$ cat src/rtl/acc_operand_gen.sv
// acc_operand_gen
//   Streams operand groups from a RAM to an accumulator. An accepted I_start
//   latches the job (base address, operands per group, group count). The block
//   then issues len*grp back-to-back RAM reads and registers the returned data
//   onto O_operand/O_op_rdy, flagging every len-th operand with O_op_last. It
//   finishes by waiting for one I_result_rdy pulse per group and emitting a
//   one-cycle O_done.
//
//   Ports
//     I_clk, I_rst                       clock, async active-low reset
//     I_start, I_base_addr, I_op_len,    job request (sampled only in IDLE)
//     I_grp_num
//     O_ram_rd, O_ram_addr, I_ram_data   RAM read port, read latency L
//     O_operand, O_op_rdy, O_op_last     operand stream to the accumulator
//     I_result_rdy                       one pulse per finished group
//     O_busy, O_done                     job status
//
//   Build option
//     ACC_OPGEN_RDLAT2_EN  defined   : L = 2 (RAM data two cycles after O_ram_rd)
//                          undefined : L = 1
module acc_operand_gen #(
    parameter int C_DATA = 12,
    parameter int C_ADDR = 10,
    parameter int C_LEN  = 8,
    parameter int C_GRP  = 8
) (
    input  logic              I_clk,
    input  logic              I_rst,
    input  logic              I_start,
    input  logic [C_ADDR-1:0] I_base_addr,
    input  logic [C_LEN-1:0]  I_op_len,
    input  logic [C_GRP-1:0]  I_grp_num,
    output logic              O_ram_rd,
    output logic [C_ADDR-1:0] O_ram_addr,
    input  logic [C_DATA-1:0] I_ram_data,
    output logic [C_DATA-1:0] O_operand,
    output logic              O_op_rdy,
    output logic              O_op_last,
    input  logic              I_result_rdy,
    output logic              O_busy,
    output logic              O_done
);

`ifdef ACC_OPGEN_RDLAT2_EN
    localparam int RD_LAT = 2;
`else
    localparam int RD_LAT = 1;
`endif
    // vld_pipe[k] is high k+1 cycles after a read; the last stage lines up
    // with the read data on I_ram_data.
    localparam int STAGES = RD_LAT - 1;

    localparam logic [C_LEN-1:0]  LEN_ONE  = 1;
    localparam logic [C_GRP-1:0]  GRP_ONE  = 1;
    localparam logic [C_ADDR-1:0] ADDR_ONE = 1;

    typedef enum logic [1:0] {S_IDLE, S_READ, S_WAIT_RES, S_DONE} state_t;

    state_t           state;
    logic [C_LEN-1:0] len_q, rd_elem;
    logic [C_GRP-1:0] grp_q, rd_grp, res_cnt, res_cnt_nxt;
    logic             rd_last_elem, rd_final, res_inc, pipe_empty;
    logic [STAGES:0]  vld_pipe, last_pipe;

    assign rd_last_elem = (rd_elem == len_q - LEN_ONE);
    assign rd_final     = rd_last_elem && (rd_grp == grp_q - GRP_ONE);
    // Result pulses only count while a job is active and saturate at the
    // group count, so stray extra pulses cannot overshoot the target.
    assign res_inc      = I_result_rdy && (state == S_READ || state == S_WAIT_RES)
                          && (res_cnt != grp_q);
    assign res_cnt_nxt  = res_cnt + {{(C_GRP-1){1'b0}}, res_inc};
    assign pipe_empty   = ~|vld_pipe;

    // Control: job latch, read sequencing, result counting.
    always_ff @(posedge I_clk or negedge I_rst) begin
        if (!I_rst) begin
            state      <= S_IDLE;
            len_q      <= '0;
            grp_q      <= '0;
            rd_elem    <= '0;
            rd_grp     <= '0;
            res_cnt    <= '0;
            O_ram_rd   <= 1'b0;
            O_ram_addr <= '0;
            O_busy     <= 1'b0;
            O_done     <= 1'b0;
        end else begin
            O_done  <= 1'b0;
            res_cnt <= res_cnt_nxt;
            case (state)
                S_IDLE: begin
                    if (I_start) begin
                        len_q      <= I_op_len;
                        grp_q      <= I_grp_num;
                        rd_elem    <= '0;
                        rd_grp     <= '0;
                        res_cnt    <= '0;
                        O_ram_addr <= I_base_addr;
                        if (I_op_len == '0 || I_grp_num == '0) begin
                            state  <= S_DONE;
                            O_done <= 1'b1;
                        end else begin
                            state    <= S_READ;
                            O_ram_rd <= 1'b1;
                            O_busy   <= 1'b1;
                        end
                    end
                end
                S_READ: begin
                    // O_ram_rd is high for every cycle spent here.
                    O_ram_addr <= O_ram_addr + ADDR_ONE;
                    if (rd_last_elem) begin
                        rd_elem <= '0;
                        rd_grp  <= rd_grp + GRP_ONE;
                    end else begin
                        rd_elem <= rd_elem + LEN_ONE;
                    end
                    if (rd_final) begin
                        O_ram_rd <= 1'b0;
                        state    <= S_WAIT_RES;
                    end
                end
                S_WAIT_RES: begin
                    // Empty pipe means the final operand is on O_operand now
                    // or has already gone out.
                    if (pipe_empty && res_cnt_nxt == grp_q) begin
                        state  <= S_DONE;
                        O_done <= 1'b1;
                        O_busy <= 1'b0;
                    end
                end
                default: state <= S_IDLE;  // S_DONE lasts exactly one cycle
            endcase
        end
    end

    // Data path: delay the read strobe and group-end flag to the cycle the
    // RAM data arrives, then register data and flags onto the outputs.
    always_ff @(posedge I_clk or negedge I_rst) begin
        if (!I_rst) begin
            vld_pipe  <= '0;
            last_pipe <= '0;
            O_op_rdy  <= 1'b0;
            O_op_last <= 1'b0;
            O_operand <= '0;
        end else begin
            vld_pipe[0]  <= O_ram_rd;
            last_pipe[0] <= O_ram_rd & rd_last_elem;
            for (int i = 1; i <= STAGES; i++) begin
                vld_pipe[i]  <= vld_pipe[i-1];
                last_pipe[i] <= last_pipe[i-1];
            end
            O_op_rdy  <= vld_pipe[STAGES];
            O_op_last <= vld_pipe[STAGES] & last_pipe[STAGES];
            if (vld_pipe[STAGES])
                O_operand <= I_ram_data;
        end
    end

endmodule

$ cat config.mk
export PLATFORM = sky130hd
export DESIGN_NAME = acc_operand_gen
export DESIGN_NICKNAME = d
export VERILOG_FILES = /design/src/rtl/acc_operand_gen.sv
export SDC_FILE = /design/constraint.sdc
export NUM_CORES = 1
export LEC_CHECK = 0
export CAP_MARGIN = 20
export CORE_ASPECT_RATIO = 0.8
export CORE_MARGIN = 2
export CORE_UTILIZATION = 35
export DETAILED_ROUTE_END_ITERATION = 6
export GPL_ROUTABILITY_DRIVEN = 1
export PLACE_DENSITY = 0.58
export SETUP_SLACK_MARGIN = 0.05
export SYNTH_ARGS = -nofsm -noshare
export SYNTH_HDL_FRONTEND = slang
export SYNTH_SLANG_ARGS = --single-unit
$ cat constraint.sdc
create_clock -name I_clk -period 4.85 [get_ports I_clk]
set_clock_uncertainty 0.2 [all_clocks]
set_input_delay 0.97 -clock I_clk [delete_from_list [all_inputs] [get_ports I_clk]]
set_output_delay 0.97 -clock I_clk [all_outputs]
set_load 0.02 [all_outputs]
==> metrics.md, run 1 <==
| Metric | Value |
|---|---|
| Ys flop type | `dfrtp_1` |
| Clk pin slew, worst setup/hold paths | `0.06 ns` |
| Max H-tree Level | `3` |
| Routed Antenna Nets | `0` |
| I/O Buffers | `68` |
| Core ar. | `0.0117 mm²` |
| Seq/Total Area, Yosys | `0.417` |
| CTS Root Cell | `clkbuf_16` |
| Pwr dens | `290 mW/mm²` |
| Outcome | `finished, final reports clean` |
| Buf+Inv Stages, Crit Path | `0` |
| CP max stage cell | `a2111oi_1` |
| Critical path peak fanout | `11` |
| Critical Path Sink | `state[1]$_DFFE_PN0P_` |
| Flops & latches, synth | `71` |
| Hold buffer count at cts | `0` |
| Detail-routed via count per cell | `5.31` |
| Area Growth Syn to Fin | `25.5%` |
| Core Rows | `35` |
| Cell count after synthesis | `around 490` |
| Die area | `around 0.013 mm²` |
| Cts repair resizes | `0` |
| Crit. End Element | `register` |
| First-pass GRT wire length | `17700 µm` |
| R2R Setup Slk | `0.98 ns` |
| Die height | `slightly above 100 µm` |
| Slew @ Worst Pin | `0.925 ns` |
| Worst path cell trace | `xnor2_1 -> nor4b_1 -> a21oi_1 -> ha_1 -> ha_1 -> xor2_1 -> or4_1 -> a2111oi_1 -> o211ai_1 -> mux2_2` |
| Routed Wire Length | `10200 µm` |
| Total GRT Usage | `0.168` |
| Worst Hold Class | `register to register` |
| Final RePlAce weighted congestion | `between 0.8 and 0.9` |
| Crit Path Category | `register to register` |
| Setup TNS Final | `0 ns` |
| Reg2reg end | `state[1]$_DFFE_PN0P_` |
| Clock buffers created by TritonCTS | `9` |
| Maximum VDD drop | `0.146 mV` |
| Syn_nets | `538` |
| Post-CTS Repair Setup Buffers | `0` |
| Reg2reg path depth | `10` |
| Clock Sinks | `71` |
| Fmax | `0.258 GHz` |
| Die X | `127 µm` |
| Fin worst setup slack | `0.979 ns` |
| GR Overflow Total | `0` |
| Crit path time final | `3.87 ns` |
| Number of flops mapped to enable cells by yosys | `0` |
| # setup viols final | `0` |
| WP depth | `10` |
| Layout fillers | `1138` |
| Hold Vio Cnt, Final | `0` |
| Worst endpoint required time | `4.87 ns` |
| RSZ-0062 raised after global routing | `no` |
| Pleak | `between 0.002 and 0.0025 µW` |
| Final Max Tran Viols | `0` |
| Dpl ws | `roughly 0.70 ns` |
| Worst path top cell family by delay | `simple AND/OR/NAND/NOR gates` |
| Number of I/O pins | `69` |
| Nets@finish | `595` |
| Vias in the first global route | `roughly 3500` |
| Async set or reset register ratio after synthesis | `1.00` |
| Syn_area_per_cell | `8.78 µm²` |
| Crit path top cell by count | `ha_1` |
| Antenna fix cells | `0` |
| Critical path's largest stage delay | `0.54 ns` |
| WL/cell | `14.7 µm` |
| Synth Cell Area | `0.00426 mm²` |
| Bufs on Longest Clock Path | `2` |
| Detailed-route via count | `approximately 3700` |
| Ys Warns | `0` |
| Initial antenna violation count | `0` |
| Drt first pass iters | `4` |
| Max_cap viols | `0` |
| Initial Util | `0.364` |
| Crit. Startpoint | `grp_q[4]$_DFFE_PN0P_` |
| DR iter-0 viols | `263` |
| Pin count of the biggest net entering global routing | `40` |
| R2r startpoint | `grp_q[4]$_DFFE_PN0P_` |
| CTS tree | `yes` |
| CP Launch Type | `register` |
| DRC | `0` |
| Clk Latency, worst-skew pair | `0.34 ns` |
| Layout cells sized above 1 | `0.0786` |
| Fin crit share | `0.798` |
| DP Wirelength | `7320 µm` |
| Crit path DAT | `3.89 ns` |
| Synth cell types | `57` |
| Max_slew headroom | `0.383` |
-- metal layers --
metal / vias up / global-route usage / part of all wire
met5: - / 0 / 0
met4: 0 / 0.0499 / 0.015
met3: 16 / 0.0436 / 0.046
met2: 83 / 0.256 / 0.44
met1: 1758 / 0.237 / 0.50
li1: 1830 / - / -
-- worst reg2reg max path, delay by kind of cell, from the launching register on --
kind / cells / cell delay, ns
flops: 1 / 0.49
xor+xnor: 2 / 0.44
fa+ha+maj: 2 / 0.55
mux: 1 / 0.31
compound gates: 3 / 0.88
simple gates: 2 / 0.90
-- through the flow --
step           hold slack [ns]  utilization  area, µm²  power (µW)  instances
6_report                 0.242        0.457       5340        1550        695
5_1_grt                  0.260        0.457       5340        1620        695
4_1_cts                  0.242        0.457       5340        1570        695
3_5_place_dp             0.231        0.431       5040         896        679
3_3_place_gp             0.215        0.431       5040         892        679
2_1_floorplan            0.234            -       4260         807        485
-- cells in the mapped netlist, drive strengths merged, types with 4 or more instances --
cell / instances / area share
ha: 11 / 0.032
nor2: 41 / 0.038
nand2b: 7 / 0.010
a21oi: 26 / 0.031
o22ai: 9 / 0.013
nor4: 9 / 0.013
o21ai: 25 / 0.029
o2bb2ai: 6 / 0.012
xor2: 17 / 0.035
mux2: 13 / 0.034
buf: 5 / 0.0071
nand3: 19 / 0.022
a31oi: 7 / 0.010
nor3: 12 / 0.015
o221ai: 4 / 0.0082
inv: 12 / 0.011
clkbuf: 22 / 0.019
mux2i: 6 / 0.014
a211oi: 4 / 0.0071
nand2: 73 / 0.064
and3: 13 / 0.019
xnor2: 19 / 0.039
and2: 8 / 0.012
dfrtp: 71 / 0.42
-- worst min-delay path by stage --
stage                          from             endpoint  slack [ns]  depth (start not counted)
2_1_floorplan   last_pipe$_DFF_PN0_  O_op_last$_DFF_PN0_        0.23                          1
5_1_grt        O_ram_rd$_DFFE_PN0P_   vld_pipe$_DFF_PN0_        0.26                          0
3_5_place_dp   O_ram_rd$_DFFE_PN0P_   vld_pipe$_DFF_PN0_        0.23                          0
4_1_cts        O_ram_rd$_DFFE_PN0P_   vld_pipe$_DFF_PN0_        0.24                          0
6_report       O_ram_rd$_DFFE_PN0P_   vld_pipe$_DFF_PN0_        0.24                          0
3_3_place_gp   O_ram_rd$_DFFE_PN0P_   vld_pipe$_DFF_PN0_        0.21                          0
-- placed cells by master, fill, tap and decap left out, types with 3 or more instances in the layout --
cell type / instances
nand2b_1: 7
mux2i_1: 6
and3_1: 13
clkinv_2: 3
nor4_1: 9
and2_1: 8
a31oi_1: 7
inv_1: 12
dfrtp_1: 71
xnor2_1: 19
xor2_1: 17
clkdlybuf4s50_1: 67
o2bb2ai_1: 6
nor3_1: 11
a21oi_1: 26
o22ai_1: 9
o31ai_1: 3
nand2_1: 73
or3_1: 3
mux2_2: 13
o21ai_0: 25
buf_4: 5
nor3b_1: 3
o221ai_1: 4
a211oi_1: 4
ha_1: 11
nand3_1: 19
clkbuf_16: 9
nor2_1: 40
-- sequential cells by signal, summed over array words and instances (netlist names), 2 cells and up --
register,count
rd_grp,8
grp_q,8
rd_elem,8
len_q,8
res_cnt,8
O_operand,12
O_ram_addr,10
state,2
-- cell families after synthesis --
kind of cell | synth area share
xor+xnor | 0.0741
compound gates | 0.153
flops | 0.417
mux | 0.0485
fa+ha+maj | 0.0323
buf+inv | 0.0388
simple gates | 0.236
-- final cells by class --
class	count	area, µm²	share of cell area
multi-input cells	373	2310	0.433
flip-flops and latches	71	1780	0.333
repair buffers	73	713	0.134
clock buffers	10	239	0.0447
well taps	148	185	0.0347
clock inverters	6	60.1	0.0112
inverters	14	52.6	0.00984
-- where the power goes --
group	switching (µW)	internal [µW]	total, µW
registers	44.9	627	672
logic	98.1	116	214
clock network	252	409	661
No activity file was read; power rests on OpenSTA's default activity.
==> run 2, diff against run 1 <==
Settings changed: PLACE_DENSITY 0.58 to 0.6.
Clock period 4.85 ns to 3.15 ns, I/O delays scaled along.
==> metrics.md, run 2 (synthesized netlist as in run 1, its figures left out) <==
| Metric | Value |
|---|---|
| Outcome | `finished, final reports clean` |
| Max_slew headroom | `0.569 (+0.186)` |
| R2R Setup Slk | `0.0003 ns (-0.98 ns)` |
| M1 WL | `5360 µm (+4.4%)` |
| Crit. End Element | `register` |
| Pwr dens | `470 mW/mm² (+62%)` |
| Flip-flop count of the largest register after layout | `12 (unchanged)` |
| Hold buffer count at cts | `0 (unchanged)` |
| CTS Root Cell | `clkbuf_16` |
| Initial antenna violation count | `0 (unchanged)` |
| Clock Sinks | `71 (unchanged)` |
| Crit Path Category | `register to register` |
| CTS tree | `yes` |
| WL/cell | `15.1 µm (+2.5%)` |
| Pleak | `0.00250 µW (+10%)` |
| Crit path DAT | `3.17 ns (-0.72 ns)` |
| Placed instance count | `713 (+5.0%)` |
| Fin worst setup slack | `0.000294 ns (-0.979 ns)` |
| CP Launch Type | `register` |
| I/O Buffers | `68 (unchanged)` |
| Crit path time final | `3.15 ns (-0.721 ns)` |
| # setup viols final | `0 (unchanged)` |
| Number of I/O pins | `69 (unchanged)` |
| RSZ-0062 raised after global routing | `yes` |
| First-pass GRT wire length | `18200 µm (+2.9%)` |
| Top sig layer | `met4` |
| Finished Layout Cells | `732 (+5.3%)` |
| Metal3 WL | `557 µm (+19%)` |
| Antenna fix cells | `0 (unchanged)` |
| Max H-tree Level | `3 (unchanged)` |
| Initial Util | `0.364 (unchanged)` |
| Top reg by flops | `O_operand` |
| Max_cap viols | `0 (unchanged)` |
| DRC | `0 (unchanged)` |
| Detail-routed via count per cell | `5.32 (+0.33%)` |
| Hold Vio Cnt, Final | `0 (unchanged)` |
| Critical path peak fanout | `3 (-8)` |
| Pin count of the biggest net entering global routing | `46 (+15%)` |
| Area Growth Syn to Fin | `36.2%` |
| Vias in the first global route | `3666 (+3.6%)` |
| Met2 WL | `4890 µm (+9.4%)` |
| R2r startpoint | `res_cnt[5]$_DFF_PN0_` |
| Clk Latency, worst-skew pair | `0.33 ns (about the same)` |
| Layout cells sized above 1 | `0.166 (+0.0875)` |
| Largest registers | `O_operand (12), O_ram_addr (10)` |
| Final RePlAce weighted congestion | `0.839 (-1.5%)` |
| GR Overflow Total | `0 (unchanged)` |
| Total GRT Usage | `0.175 (+0.00705)` |
| Core Rows | `35 (unchanged)` |
| DP Wirelength | `7820 µm (+6.8%)` |
| Worst Hold Class | `primary input to async pin` |
| Worst path cell trace | `xor2_1 -> nor4_2 -> a21oi_2 -> ha_2 -> ha_4 -> and3_4 -> nand2_2 -> xor2_1 -> nand3_1 -> a2111oi_4 -> o211ai_1 -> mux2_4` |
| Core ar. | `0.0117 mm² (unchanged)` |
| Dpl ws | `-0.374 ns (-1.08 ns)` |
| Die X | `127 µm (unchanged)` |
| Bufs on Longest Clock Path | `2 (unchanged)` |
| Post-layout util | `0.496 (+0.0390)` |
| Worst endpoint required time | `3.17 ns (-1.70 ns)` |
| Most frequent cells in the layout | `dfrtp_1 (71), nand2_1 (71), clkdlybuf4s50_1 (66)` |
| Reg2reg end | `state[1]$_DFFE_PN0P_` |
| Final hold slack | `0.118 ns (-0.123 ns)` |
| Routed Antenna Nets | `0 (unchanged)` |
| Slew @ Worst Pin | `0.646 ns (-0.279 ns)` |
| Maximum VDD drop | `0.248 mV (+70%)` |
| Clock buffers created by TritonCTS | `9 (unchanged)` |
| Die area | `0.0131 mm² (unchanged)` |
| Routed Wire Length | `11000 µm (+7.9%)` |
| Nets@finish | `632 (+6.2%)` |
| Final Max Tran Viols | `0 (unchanged)` |
| Clk pin slew, worst setup/hold paths | `0.06 ns (about the same)` |
| Detailed-route via count | `3896 (+5.7%)` |
| Fmax | `0.317 GHz (+23%)` |
| DR iter-0 viols | `204 (-22%)` |
| Crit path top cell by count | `xor2_1` |
| CP max stage cell | `dfrtp_1` |
| Drt first pass iters | `5 (+1)` |
| Die height | `103 µm (unchanged)` |
| Setup TNS Final | `0 ns (unchanged)` |
| Fin crit share | `1.00 (+0.202)` |
| Reg2reg path depth | `12 (+2)` |
| Critical path's largest stage delay | `0.42 ns (-0.12 ns)` |
run 2: changes by cell type in the layout (fill, tap and decap cells not counted), sizes merged:
cell,delta
bufinv,+2
clkinv,-1
clkdlybuf4s50,-1
dlymetal6s2s,+1
buf,+37
clkinvlp,-1
run 2: cell type report:
type,instances,area (µm²)
Clock inverter,6,108
Tap cell,148,185
Fill cell,1078,5900
Clock buffer,10,239
Multi-Input combinational cell,373,2430
Sequential cell,71,1780
Inverter,14,52.6
Timing Repair Buffer,110,1010
run 2: timing repair:
item | in CTS | in global routing
setup endpoints to repair | 3 | 4
gates resized for setup | 5 | 11
pin swaps | 9 | 12
setup buffers | 1 | 2
run 2: where the power goes:
group          total [µW]  switching (µW)  internal [µW]
logic                 538             236            303
registers            1010            48.5            966
clock network        1170             380            791
run 2: worst max-delay path: cells and delay by family, from the launching register on:
family	cells	cell delay (ns)
simple gates	4	0.73
compound gates	3	0.67
flops	1	0.42
fa+ha+maj	2	0.37
mux	1	0.34
xor+xnor	2	0.30
run 2: how the worst max path moves through the flow:
stage / from / to / slack (ns)
5_1_grt: res_cnt[5]$_DFF_PN0_ / state[1]$_DFFE_PN0P_ / -0.15
3_5_place_dp: I_result_rdy / state[1]$_DFFE_PN0P_ / -0.37
6_report: res_cnt[5]$_DFF_PN0_ / state[1]$_DFFE_PN0P_ / 0.0003
3_3_place_gp: I_result_rdy / state[1]$_DFFE_PN0P_ / -0.36
2_1_floorplan: grp_q[4]$_DFFE_PN0P_ / state[1]$_DFFE_PN0P_ / 0.05
4_1_cts: res_cnt[1]$_DFF_PN0_ / state[1]$_DFFE_PN0P_ / -0.01
run 2: per-stage QoR:
step,instance area [µm²],power (µW)
final,5800,2720
after global placement,5350,1490
after floorplan,4310,1270
after CTS,5740,2740
after detailed placement,5350,1500
after global routing,5800,2860
run 2: metal layers:
layer	vias up	global-route usage
met3	18	0.0441
met1	1880	0.240
met4	0	0.0626
li1	1904	-
met2	94	0.272
met5	-	0
